### src/rtl/pipe_pkg.sv
// pipe_pkg: shared state encoding and standard stage widths for pipeline stage registers.
package pipe_pkg;
    localparam logic [1:0] ST_EMPTY = 2'd0;
    localparam logic [1:0] ST_ONE   = 2'd1;
    localparam logic [1:0] ST_TWO   = 2'd2;
    localparam int IFID_W  = 64;
    localparam int IDEX_W  = 148;
    localparam int EXMEM_W = 107;
    localparam int MEMWB_W = 71;
    typedef enum logic [1:0] {
        S_EMPTY = ST_EMPTY,
        S_ONE   = ST_ONE,
        S_TWO   = ST_TWO
    } state_e;
endpackage

### src/rtl/pipe_stage_skid_if.sv
// pipe_stage_skid_if: upstream and downstream valid/ready/data handshake of a pipeline stage.
interface pipe_stage_skid_if #(parameter int WIDTH = 32);
    logic             in_valid;
    logic             in_ready;
    logic [WIDTH-1:0] in_data;
    logic             out_valid;
    logic             out_ready;
    logic [WIDTH-1:0] out_data;
    modport master (output in_valid, in_data, out_ready, input in_ready, out_valid, out_data);
    modport slave  (input in_valid, in_data, out_ready, output in_ready, out_valid, out_data);
endinterface

### src/rtl/pipe_stat_cnt.sv
// pipe_stat_cnt: wrapping statistics counter with enable, cleared only by rst.
module pipe_stat_cnt #(parameter int CNT_W = 32) (
    input  logic             clk,
    input  logic             rst,
    input  logic             en_i,
    output logic [CNT_W-1:0] cnt_o
);
    logic [CNT_W-1:0] cnt_q;
    always_ff @(posedge clk or posedge rst)
        if (rst) cnt_q <= '0;
        else if (en_i) cnt_q <= cnt_q + 1'b1;
    assign cnt_o = cnt_q;
endmodule

### src/rtl/pipe_stage_skid.sv
// pipe_stage_skid: pipeline stage register with 2-entry skid buffer and flush.
// Define PIPE_STAGE_STATS_EN to build the transfer/stall counters; otherwise they read 0.
module pipe_stage_skid
    import pipe_pkg::*;
#(
    parameter int               WIDTH      = 32,
    parameter logic [WIDTH-1:0] RESET_DATA = '0,
    parameter int               CNT_W      = 32
) (
    input  logic              clk,
    input  logic              rst,
    input  logic              flush,
    pipe_stage_skid_if.slave  bus,
    output logic [CNT_W-1:0]  xfer_cnt,
    output logic [CNT_W-1:0]  stall_cnt
);
    state_e           state_q, state_d;
    logic [WIDTH-1:0] main_q, main_d, skid_q, skid_d;
    logic             out_valid_q, in_ready_q;

    always_comb begin
        state_d = state_q;
        main_d  = main_q;
        skid_d  = skid_q;
        if (flush) state_d = S_EMPTY;
        else case (state_q)
            S_EMPTY: if (bus.in_valid) begin
                main_d  = bus.in_data;
                state_d = S_ONE;
            end
            S_ONE: begin
                if (bus.in_valid && bus.out_ready) main_d = bus.in_data;
                else if (bus.in_valid) begin
                    skid_d  = bus.in_data;
                    state_d = S_TWO;
                end
                else if (bus.out_ready) state_d = S_EMPTY;
            end
            S_TWO: if (bus.out_ready) begin
                main_d  = skid_q;
                state_d = S_ONE;
            end
            default: state_d = S_EMPTY;
        endcase
    end

    // in_ready/out_valid come from next-state so neither depends on out_ready combinationally
    always_ff @(posedge clk or posedge rst)
        if (rst) begin
            state_q     <= S_EMPTY;
            main_q      <= RESET_DATA;
            skid_q      <= RESET_DATA;
            out_valid_q <= 1'b0;
            in_ready_q  <= 1'b1;
        end else begin
            state_q     <= state_d;
            main_q      <= main_d;
            skid_q      <= skid_d;
            out_valid_q <= state_d != S_EMPTY;
            in_ready_q  <= state_d != S_TWO;
        end

    assign bus.in_ready  = in_ready_q;
    assign bus.out_valid = out_valid_q;
    assign bus.out_data  = main_q;

`ifdef PIPE_STAGE_STATS_EN
    pipe_stat_cnt #(.CNT_W(CNT_W)) u_xfer (
        .clk(clk), .rst(rst), .en_i(out_valid_q & bus.out_ready), .cnt_o(xfer_cnt)
    );
    pipe_stat_cnt #(.CNT_W(CNT_W)) u_stall (
        .clk(clk), .rst(rst), .en_i(out_valid_q & ~bus.out_ready), .cnt_o(stall_cnt)
    );
`else
    assign xfer_cnt  = '0;
    assign stall_cnt = '0;
`endif
endmodule

### src/flat_wrapper.sv
// flat-port wrapper written by rule: the top's interface ports become plain ports
module pipe_stage_skid_flat import pipe_pkg::*;
#(
    parameter int               WIDTH      = 32,
    parameter logic [WIDTH-1:0] RESET_DATA = '0,
    parameter int               CNT_W      = 32
)
  (clk, rst, flush, xfer_cnt, stall_cnt, bus_in_valid, bus_in_data, bus_out_ready, bus_in_ready, bus_out_valid, bus_out_data);
  pipe_stage_skid_if #(.WIDTH(WIDTH)) bus_i ();
  input  logic clk;
  input  logic rst;
  input  logic flush;
  output logic [CNT_W-1:0] xfer_cnt;
  output logic [CNT_W-1:0] stall_cnt;
  input wire logic [$bits(bus_i.in_valid)-1:0] bus_in_valid;
  input wire logic [$bits(bus_i.in_data)-1:0] bus_in_data;
  input wire logic [$bits(bus_i.out_ready)-1:0] bus_out_ready;
  output wire logic [$bits(bus_i.in_ready)-1:0] bus_in_ready;
  output wire logic [$bits(bus_i.out_valid)-1:0] bus_out_valid;
  output wire logic [$bits(bus_i.out_data)-1:0] bus_out_data;
  assign bus_i.in_valid = bus_in_valid;
  assign bus_i.in_data = bus_in_data;
  assign bus_i.out_ready = bus_out_ready;
  assign bus_in_ready = bus_i.in_ready;
  assign bus_out_valid = bus_i.out_valid;
  assign bus_out_data = bus_i.out_data;
  pipe_stage_skid #(.WIDTH(WIDTH), .RESET_DATA(RESET_DATA), .CNT_W(CNT_W)) u_core (.clk(clk), .rst(rst), .flush(flush), .bus(bus_i), .xfer_cnt(xfer_cnt), .stall_cnt(stall_cnt));
endmodule
### config.mk
export PLATFORM = sky130hd
export DESIGN_NAME = pipe_stage_skid_flat
export DESIGN_NICKNAME = d
export VERILOG_FILES = /design/src/rtl/pipe_pkg.sv /design/src/rtl/pipe_stage_skid_if.sv /design/src/rtl/pipe_stat_cnt.sv /design/src/rtl/pipe_stage_skid.sv /design/src/flat_wrapper.sv
export SDC_FILE = /design/constraint.sdc
export NUM_CORES = 1
export LEC_CHECK = 0
export ABC_CLOCK_PERIOD_IN_PS = 2550
export BUFFER_PORTS_ARGS = -buffer_cell sky130_fd_sc_hd__buf_4
export CORE_MARGIN = 4
export CORE_UTILIZATION = 45
export CTS_BUF_LIST = sky130_fd_sc_hd__clkbuf_8
export CTS_CLUSTER_SIZE = 40
export DETAILED_ROUTE_END_ITERATION = 12
export PLACE_DENSITY = 0.74
export SYNTH_ARGS = -nofsm -noshare
export SYNTH_HDL_FRONTEND = slang
export SYNTH_SLANG_ARGS = --single-unit
### constraint.sdc
create_clock -name clk -period 2.55 [get_ports clk]
set_input_delay 0.3825 -clock clk [delete_from_list [all_inputs] [get_ports clk]]
set_output_delay 0.3825 -clock clk [all_outputs]
set_load 0.02 [all_outputs]
==> out/metrics.json, run 1 <==
{
  "placement": {
    "placement.io_buffers": 70,
    "place_hpwl_um": 4730,
    "place.detailed.instances": 489,
    "gp_congestion": 0.802
  },
  "timing": {
    "worst_case_headroom_to_the_max_slew_limit_pct": 50.0,
    "fmax_ghz": 0.546,
    "finalCritPeriodShare_pct": 71.9,
    "finalSetupTns_ps": 0,
    "rsz0062_at_grt": "no",
    "report.final.slew_viol_count": 0,
    "layout_min_cycle_time_ps": 1830,
    "hold_ws_ps": 180,
    "hold_viol_final": 0,
    "transition_time_at_the_pin_with_the_least_slew_margin_ps": 749,
    "finClkSkew_ps": 7.33,
    "finalSetupViolCount": 0
  },
  "cts": {
    "clockRootBuffer": "clkbuf_8",
    "cts_buffers": 9,
    "ctsHoldBuffers": 0,
    "clock_latency_ps": 340,
    "tritoncts": "done",
    "ctsLongestPathBuffers": 2,
    "tritoncts_num_sinks": 68,
    "cts.reportedPaths.clkPinSlew_ps": 70,
    "post_cts_resized": 0,
    "post_cts_buffers": 0,
    "htree_num_levels": 3
  },
  "floorplanning": {
    "core_region_area_mm2": 0.00777,
    "initial_core_util_pct": 46.3,
    "design.die.area_mm2": 0.00948,
    "pin_count": 135,
    "width_of_the_die_um": 97.4,
    "rows": 32,
    "floorplan.die.height_um": 97.4
  },
  "synth": {
    "synth-seq-area-share_pct": 47.4,
    "async_reset_ff_share_pct": 100,
    "synthesis.yosys.warnings": 0,
    "yosysTopAreaCellShare_pct": 46.6,
    "netlist.top_cell.by_area": "dfrtp_1",
    "synth_cell_type_count": 23,
    "synth_top_flop_cell": "dfrtp_1",
    "yosys_register_bits": 68,
    "ys_top_cells_by_area": "dfrtp_1, buf_4, mux2_4, nand2_1, mux2_2",
    "syn_inst": 326,
    "syn-mean-instance-area_um2": 11.0,
    "syn_area_mm2": 0.00360,
    "synth_enable_flop_cells": 0
  },
  "pwr": {
    "power_switching_uw": 944,
    "p_leak_uw": 0.00218,
    "cell_internal_pwr_uw": 2280,
    "power.share.switching_pct": 29.3,
    "combinational_group_share_of_total_power_pct": 27.0,
    "power_per_cell_area_mw_per_mm2": 771,
    "p_clk_share_pct": 27.0,
    "worst_vdd_rail_ir_drop_uv": 352,
    "seq_power_share_pct": 46.0
  },
  "final_layout": {
    "diodes": 0,
    "share_of_layout_cells_above_drive_strength_1_pct": 39.2,
    "filler_cell_count": 711,
    "num-nets-final": 435,
    "multi_input_area_mm2": 0.00156,
    "synthToLayoutAreaGrowth_pct": 16.2,
    "fin_cells": 503,
    "area.sequential_mm2": 0.00170
  },
  "route": {
    "drt.antenna.violating_nets": 0,
    "first_iter_violations": 40,
    "average_vias_per_placed_instance": 4.51,
    "num_vias": 2269,
    "dr.pass1.iters": 4,
    "wirelength_um": 6800,
    "drt-wirelength-per-cell_um": 13.5,
    "drcViolationCount": 0
  },
  "critical_path": {
    "critical_path_cell_list": "nand2b_1 -> buf_4 -> nand2_1 -> nand2_1 -> mux2_2",
    "crit_required_ps": 2770,
    "worst_path_max_delay_cell": "nand2b_1",
    "start_kind": "register",
    "crit_type": "register to register",
    "arrival_time_of_data_at_the_critical_path_endpoint_ps": 2050,
    "top_cell_by_count_worst_path": "nand2_1",
    "timing.critical_path.fanout_max": 19,
    "worst_setup_path_end_kind": "register",
    "worst-path-buf-inv": 1,
    "max_stage_delay_ps": 470,
    "timing.rr.start": "u_core.state_q[0]",
    "crit_path_start": "u_core.state_q[0]",
    "cp_top_family": "simple AND/OR/NAND/NOR gates"
  },
  "global_route": {
    "global_route.usage.total_pct": 14.4,
    "largest_net_degree_at_the_start_of_global_routing": 36,
    "grt_antenna_before_repair": 0,
    "gr-total-overflow": 0,
    "via_count_of_the_first_global_routing_pass": 2171,
    "grt_pass1_wl_um": 10800
  },
  "flow_run": {
    "timing.max_cap.violations": 0
  },
  "min_path": {
    "worstHoldPathType": "input pin to asynchronous set/reset pin"
  },
  "status": {
    "run_status": "complete, no violations"
  }
}
## power groups by stage
stage | clock network [uW] | registers [uW] | logic (uW)
after floorplan | 0 | 1600 | 538
after global placement | 0 | 1490 | 856
after detailed placement | 0 | 1500 | 880
after CTS | 900 | 1480 | 880
after global routing | 938 | 1510 | 937
final | 868 | 1480 | 870
## placed cells by master (no fill, tap or decap), types with 2 or more instances in the layout
cell type	instances
nand2_1	97
buf_4	75
dfrtp_1	67
conb_1	64
mux2_2	32
mux2_4	30
clkbuf_8	11
inv_1	3
nand2b_1	3
a21oi_1	2
nor2_1	2
mux2_1	2
## kinds of logic after synthesis
logic type | share of synthesized area [%]
AOI/OAI and AO/OA | 1.01
buffers and inverters | 15.9
other | 0.104
DFF | 47.4
and+or+nand+nor | 12.1
muxes | 23.5
## layer usage
metal	track usage (%)	wire length, um
met2	21.7	3100
met5	0	0
met4	7.45	120
met3	4.45	522
met1	18.4	3050
## worst register-to-register path, delay by kind of cell (launching register included)
kind          cells  cell delay (ps)
buf+inv           1              380
simple gates      3              650
mux               1              260
flops             1              450
## path summary, 6_finish.rpt
check / depth (start not counted) / slack (ps) / endpoint
max: 5 / 720 / u_core.bus.out_data[30]
min: 2 / 180 / u_core.bus.out_data[23]
max reg2reg: 5 / 720 / u_core.bus.out_data[30]
min reg2reg: 1 / 490 / u_core.skid_q[19]
max in group asynchronous: 3 / 1710 / u_core.bus.out_data[8]
min in group clk: 2 / 270 / u_core.state_q[0]
## registers in the layout, summed over array words and instances (netlist names)
register,flops
u_core.skid_q,32
u_core.bus.in_ready,1
u_core.bus.out_valid,1
u_core.bus.out_data,32
u_core.state_q,2
## through the flow
stage                     power [uW]  utilization [%]  instance area (um2)  worst slack [ps]
after CTS                       3260             53.8                 4180               736
after global routing            3390             53.8                 4180               582
final                           3220             53.8                 4180               717
after floorplan                 2140                -                 3830               458
after detailed placement        2380             51.4                 3990               678
after global placement          2340             51.4                 3990               747
## Yosys cell counts, types with 2 or more instances
master,number
nand2b_1,3
dfrtp_1,67
inv_1,3
mux2_4,30
buf_6,3
mux2_1,2
buf_4,64
buf_2,5
mux2_2,32
nor2_1,2
nand2_1,97
clkbuf_1,6
a21oi_1,2
## cell type report
| type | count | area share, % |
|---|---|---|
| inverter | 3 | 0.269 |
| timing repair buffer | 76 | 14.0 |
| clock buffer | 11 | 3.62 |
| clock inverter | 3 | 0.928 |
| multi-input combinational | 240 | 37.4 |
| tap | 102 | 3.05 |
| sequential | 68 | 40.7 |
(Power assumes the default switching activity.)
==> run 2, diff against run 1 <==
--- a/config.mk
+++ b/config.mk
@@ -5,7 +5,7 @@
 export SDC_FILE = /design/constraint.sdc
 export NUM_CORES = 1
 export LEC_CHECK = 0
-export ABC_CLOCK_PERIOD_IN_PS = 2550
+export ABC_CLOCK_PERIOD_IN_PS = 1900
 export BUFFER_PORTS_ARGS = -buffer_cell sky130_fd_sc_hd__buf_4
 export CORE_MARGIN = 4
 export CORE_UTILIZATION = 45
==> constraint.sdc (replaced) <==
create_clock -name clk -period 1.9 [get_ports clk]
set_input_delay 0.285 -clock clk [delete_from_list [all_inputs] [get_ports clk]]
set_output_delay 0.285 -clock clk [all_outputs]
set_load 0.02 [all_outputs]
==> run 2 against run 1 <==
Register-to-register slack worse by 470 ps. Final cell count up 1.2%. Via count up 0.13%. Count of clock-buffer cells in the layout unchanged. Flip-flop and latch count unchanged. Largest power group unchanged.
==> out/metrics.json, run 2 (synthesis gave the netlist of run 1 again) <==
{
  "min_path": {
    "worstHoldPathType": "input pin to register",
    "whs_path_depth": 2,
    "worstHoldStart": "bus_in_data[20]"
  },
  "final_layout": {
    "num-nets-final": 439,
    "mostFrequentLayoutCells": "nand2_1, buf_4, dfrtp_1",
    "mostFrequentLayoutCell": "nand2_1",
    "filler_cell_count": 666,
    "synthToLayoutAreaGrowth_pct": 20.5,
    "diodes": 0,
    "share_of_layout_cells_above_drive_strength_1_pct": 40.0
  },
  "cts": {
    "cts.reportedPaths.clkPinSlew_ps": 80,
    "tritoncts_num_sinks": 68,
    "clock_latency_ps": 340,
    "clockRootBuffer": "clkbuf_8",
    "htree_num_levels": 3,
    "ctsLongestPathBuffers": 2,
    "cts_buffers": 9,
    "tritoncts": "done"
  },
  "floorplanning": {
    "rows": 32,
    "floorplan.die.height_um": 97.4,
    "initial_core_util_pct": 46.3,
    "width_of_the_die_um": 97.4,
    "design.die.area_mm2": 0.00948,
    "core_region_area_mm2": 0.00777,
    "pin_count": 135
  },
  "timing": {
    "report.final.slew_viol_count": 0,
    "finClkSkew_ps": 11.8,
    "finalCritPeriodShare_pct": 86.9,
    "finalSetupViolCount": 0,
    "hold_ws_ps": 182,
    "rsz0062_at_grt": "no",
    "hold_viol_final": 0,
    "fmax_ghz": 0.606,
    "layout_min_cycle_time_ps": 1650,
    "finalSetupTns_ps": 0
  },
  "critical_path": {
    "crit_path_start": "u_core.state_q[1]",
    "worst_path_max_delay_cell": "dfrtp_1",
    "crit_type": "register to register",
    "max_stage_delay_ps": 460,
    "critical_path_cell_list": "and2b_1 -> a22oi_2 -> nor2_4 -> buf_12 -> mux2_2",
    "timing.critical_path.fanout_max": 17,
    "regToRegSetupSlack_ps": 250,
    "start_kind": "register",
    "worst_setup_path_end_kind": "register",
    "crit_required_ps": 2120,
    "timing.rr.start": "u_core.state_q[1]",
    "arrival_time_of_data_at_the_critical_path_endpoint_ps": 1870,
    "r2r_cell_count": 5
  },
  "pwr": {
    "power_per_cell_area_mw_per_mm2": 1080,
    "worst_vdd_rail_ir_drop_uv": 513,
    "p_leak_uw": 0.00224
  },
  "global_route": {
    "grt_antenna_before_repair": 0,
    "global_route.usage.total_pct": 14.8,
    "via_count_of_the_first_global_routing_pass": 2340,
    "grt_pass1_wl_um": 11400,
    "gr-total-overflow": 0,
    "largest_net_degree_at_the_start_of_global_routing": 41
  },
  "flow_run": {
    "timing.max_cap.violations": 0
  },
  "route": {
    "drt.antenna.violating_nets": 0,
    "drcViolationCount": 0,
    "num_vias": 2272,
    "average_vias_per_placed_instance": 4.46,
    "wirelength_um": 6810,
    "dr.pass1.iters": 4,
    "first_iter_violations": 47,
    "drt-wirelength-per-cell_um": 13.4
  },
  "placement": {
    "placement.io_buffers": 70,
    "place_hpwl_um": 4920,
    "gp_congestion": 0.747
  },
  "status": {
    "run_status": "complete, no violations"
  }
}
[run 2: changes by cell type in the layout (fill, tap and decap cells not counted), sizes merged]
cell         before  now
clkinvlp          0    2
inv               4    3
clkinv            1    0
dlygate4sd3       0    1
bufinv            1    3
buf              76   79
[run 2: worst paths after layout]
| kind | end |
|---|---|
| worst max register to register | u_core.bus.out_data[31] |
| worst max-delay path | u_core.bus.out_data[31] |
| worst min-delay path | u_core.skid_q[20] |
| max in group asynchronous | u_core.bus.in_ready |
| worst min register to register | u_core.skid_q[19] |
| min in group asynchronous | u_core.bus.out_data[23] |
[run 2: what timing repair did]
| action | 4_1_cts | 5_1_grt |
|---|---|---|
| buffers inserted | 0 | 0 |
| resized for setup | 0 | 0 |
| endpoints found under the hold margin | 11 | 0 |
| hold buffers | 1 | 0 |
[run 2: per-stage QoR]
stage	instances	setup WS, ps	utilization, %	total power (uW)	instance area, um2
3_5_place_dp	492	246	52.3	3210	4070
4_1_cts	509	227	55.8	4750	4330
2_1_floorplan	389	359	-	2870	3840
6_report	509	249	55.8	4690	4330
5_1_grt	509	150	55.8	4930	4330
3_3_place_gp	492	310	52.3	3170	4070
[run 2: layer usage]
layer  wire length, um  GRT usage [%]  part of all wire (%)  up-vias
li1                  -              -                     -     1070
met1              2820           18.3                    41     1101
met2              3330           23.8                    49       96
met3               612           5.53                   9.0        5
met4                47           5.11                  0.69        0
met5                 0              0                     0        -
[run 2: area by class of cell]
cell class | instances | area, um2 | share of cell area, %
sequential | 68 | 1700 | 39.3
multi-input combinational | 240 | 1560 | 36.1
timing repair buffer | 80 | 666 | 15.4
clock buffer | 11 | 151 | 3.49
tap | 102 | 128 | 2.95
clock inverter | 5 | 106 | 2.45
inverter | 3 | 15.0 | 0.347
[run 2: report_power, final]
part	total (uW)	switching, uW	internal [uW]
clock network	1510	564	949
registers	1990	195	1790
logic	1190	572	617
total	4690	1330	3360
[run 2: critical path: cells and delay by family (launching register included)]
kind	cells	cell delay, ps
flops	1	460
simple gates	2	430
mux	1	350
buf+inv	1	200
compound gates	1	100
==> run 3, diff against run 2 <==
--- a/config.mk
+++ b/config.mk
@@ -13,6 +13,7 @@
 export CTS_CLUSTER_SIZE = 40
 export DETAILED_ROUTE_END_ITERATION = 12
 export PLACE_DENSITY = 0.74
+export RECOVER_POWER = 25
 export SYNTH_ARGS = -nofsm -noshare
 export SYNTH_HDL_FRONTEND = slang
 export SYNTH_SLANG_ARGS = --single-unit
==> run 3 against run 2 <==
Cell area is 0.35% lower. Critical path depth unchanged. Sequential share of layout area up 0.14 points. Sequential power about the same. Highest routed layer unchanged. Non-clock buffer count is the same. Global-route usage unchanged. Flip-flop and latch count unchanged. Maximum frequency about the same.
==> out/metrics.json, run 3 (synthesis gave the netlist of run 1 again) <==
{
  "placement": {
    "place.detailed.instances": 492,
    "place_ws_ps": 246,
    "place_hpwl_um": 4920,
    "placement.io_buffers": 70,
    "gp_congestion": 0.747
  },
  "cts": {
    "cts.reportedPaths.clkPinSlew_ps": 80,
    "post_cts_buffers": 0,
    "clockRootBuffer": "clkbuf_8",
    "htree_num_levels": 3,
    "post_cts_resized": 0,
    "ctsLongestPathBuffers": 2,
    "tritoncts": "done",
    "clock_latency_ps": 330,
    "tritoncts_num_sinks": 68,
    "ctsHoldBuffers": 1,
    "cts_buffers": 9
  },
  "global_route": {
    "via_count_of_the_first_global_routing_pass": 2340,
    "grt_antenna_before_repair": 0,
    "largest_net_degree_at_the_start_of_global_routing": 41,
    "global_route.usage.total_pct": 14.8,
    "gr-total-overflow": 0,
    "grt_pass1_wl_um": 11400
  },
  "timing": {
    "hold_viol_final": 0,
    "transition_time_at_the_pin_with_the_least_slew_margin_ps": 581,
    "worst_case_headroom_to_the_max_slew_limit_pct": 61.0,
    "finClkSkew_ps": 11.2,
    "finalSetupTns_ps": 0,
    "report.final.slew_viol_count": 0,
    "finalCritPeriodShare_pct": 86.8,
    "rsz0062_at_grt": "no",
    "fmax_ghz": 0.606,
    "fin_ws_ps": 251,
    "finalSetupViolCount": 0,
    "layout_min_cycle_time_ps": 1650
  },
  "final_layout": {
    "layout.core_utilization_pct": 55.6,
    "filler_cell_count": 669,
    "mostFrequentLayoutCell": "nand2_1",
    "diodes": 0,
    "fin_cells": 509,
    "synthToLayoutAreaGrowth_pct": 20.1,
    "share_of_layout_cells_above_drive_strength_1_pct": 40.0,
    "mostFrequentLayoutCells": "nand2_1, buf_4, dfrtp_1",
    "num-nets-final": 439
  },
  "critical_path": {
    "arrival_time_of_data_at_the_critical_path_endpoint_ps": 1870,
    "critical_path_cell_list": "and2b_1 -> a22oi_2 -> nor2_4 -> buf_12 -> mux2_2",
    "timing.critical_path.fanout_max": 17,
    "worst_path_max_delay_cell": "dfrtp_1",
    "worst_setup_path_end_kind": "register",
    "max_stage_delay_ps": 460,
    "crit_type": "register to register",
    "crit_required_ps": 2120,
    "start_kind": "register"
  },
  "status": {
    "run_status": "complete, no violations"
  },
  "route": {
    "num_vias": 2274,
    "drt.antenna.violating_nets": 0,
    "average_vias_per_placed_instance": 4.47,
    "drcViolationCount": 0,
    "first_iter_violations": 51,
    "wirelength_um": 6810,
    "drt-wirelength-per-cell_um": 13.4,
    "dr.pass1.iters": 4
  },
  "floorplanning": {
    "core_region_area_mm2": 0.00777,
    "floorplan.die.height_um": 97.4,
    "width_of_the_die_um": 97.4,
    "initial_core_util_pct": 46.3,
    "design.die.area_mm2": 0.00948,
    "rows": 32,
    "pin_count": 135
  },
  "pwr": {
    "p_leak_uw": 0.00223,
    "worst_vdd_rail_ir_drop_uv": 513,
    "power_per_cell_area_mw_per_mm2": 1090,
    "p_total_uw": 4690
  },
  "flow_run": {
    "timing.max_cap.violations": 0
  },
  "min_path": {
    "worstHoldPathType": "input pin to register"
  }
}
## run 3: cell count changes in the layout (fill, tap and decap cells not counted), sizes merged
cell,change
buf,-2
clkbuf,+2
## run 3: path summary, 6_finish.rpt
| check | start | end | slack, ps | depth (start not counted) |
|---|---|---|---|---|
| setup / recovery | u_core.state_q[1] | u_core.bus.out_data[31] | 250 | 5 |
| hold / removal | bus_in_data[20] | u_core.skid_q[20] | 180 | 2 |
| setup reg to reg | u_core.state_q[1] | u_core.bus.out_data[31] | 250 | 5 |
| hold reg to reg | u_core.skid_q[19] | u_core.skid_q[19] | 500 | 1 |
| max in group asynchronous | rst | u_core.bus.out_data[1] | 410 | 4 |
| min in group asynchronous | rst | u_core.bus.out_data[23] | 540 | 3 |
## run 3: critical path, delay by kind of cell, from the launching register on
family                 cells  cell delay, ps
DFF                        1             460
and+or+nand+nor            2             430
muxes                      1             350
buffers and inverters      1             200
AOI/OAI and AO/OA          1             100
## run 3: stage by stage
stage,hold slack [ps],area (um2)
global placement,271,4070
global route,160,4320
floorplan,348,3840
CTS,163,4330
detailed placement,280,4070
finish,183,4320
## run 3: cell type report
cell class | count | area [um2] | share of cell area [%]
clock buffers | 11 | 151 | 3.51
well taps | 102 | 128 | 2.96
clock inverters | 5 | 106 | 2.46
inverters | 3 | 12.5 | 0.290
repair buffers | 80 | 653 | 15.1
multi-input cells | 240 | 1560 | 36.2
flip-flops and latches | 68 | 1700 | 39.4
## run 3: where the power goes
group | internal, uW | switching (uW)
clock network | 949 | 564
registers | 1790 | 196
logic | 614 | 571
## run 3: metal layers
metal	global-route usage (%)	up-vias	part of all wire (%)
met5	0	-	0
li1	-	1071	-
met4	5.11	0	0.70
met3	5.53	5	8.9
met1	18.3	1102	42
met2	23.8	96	49
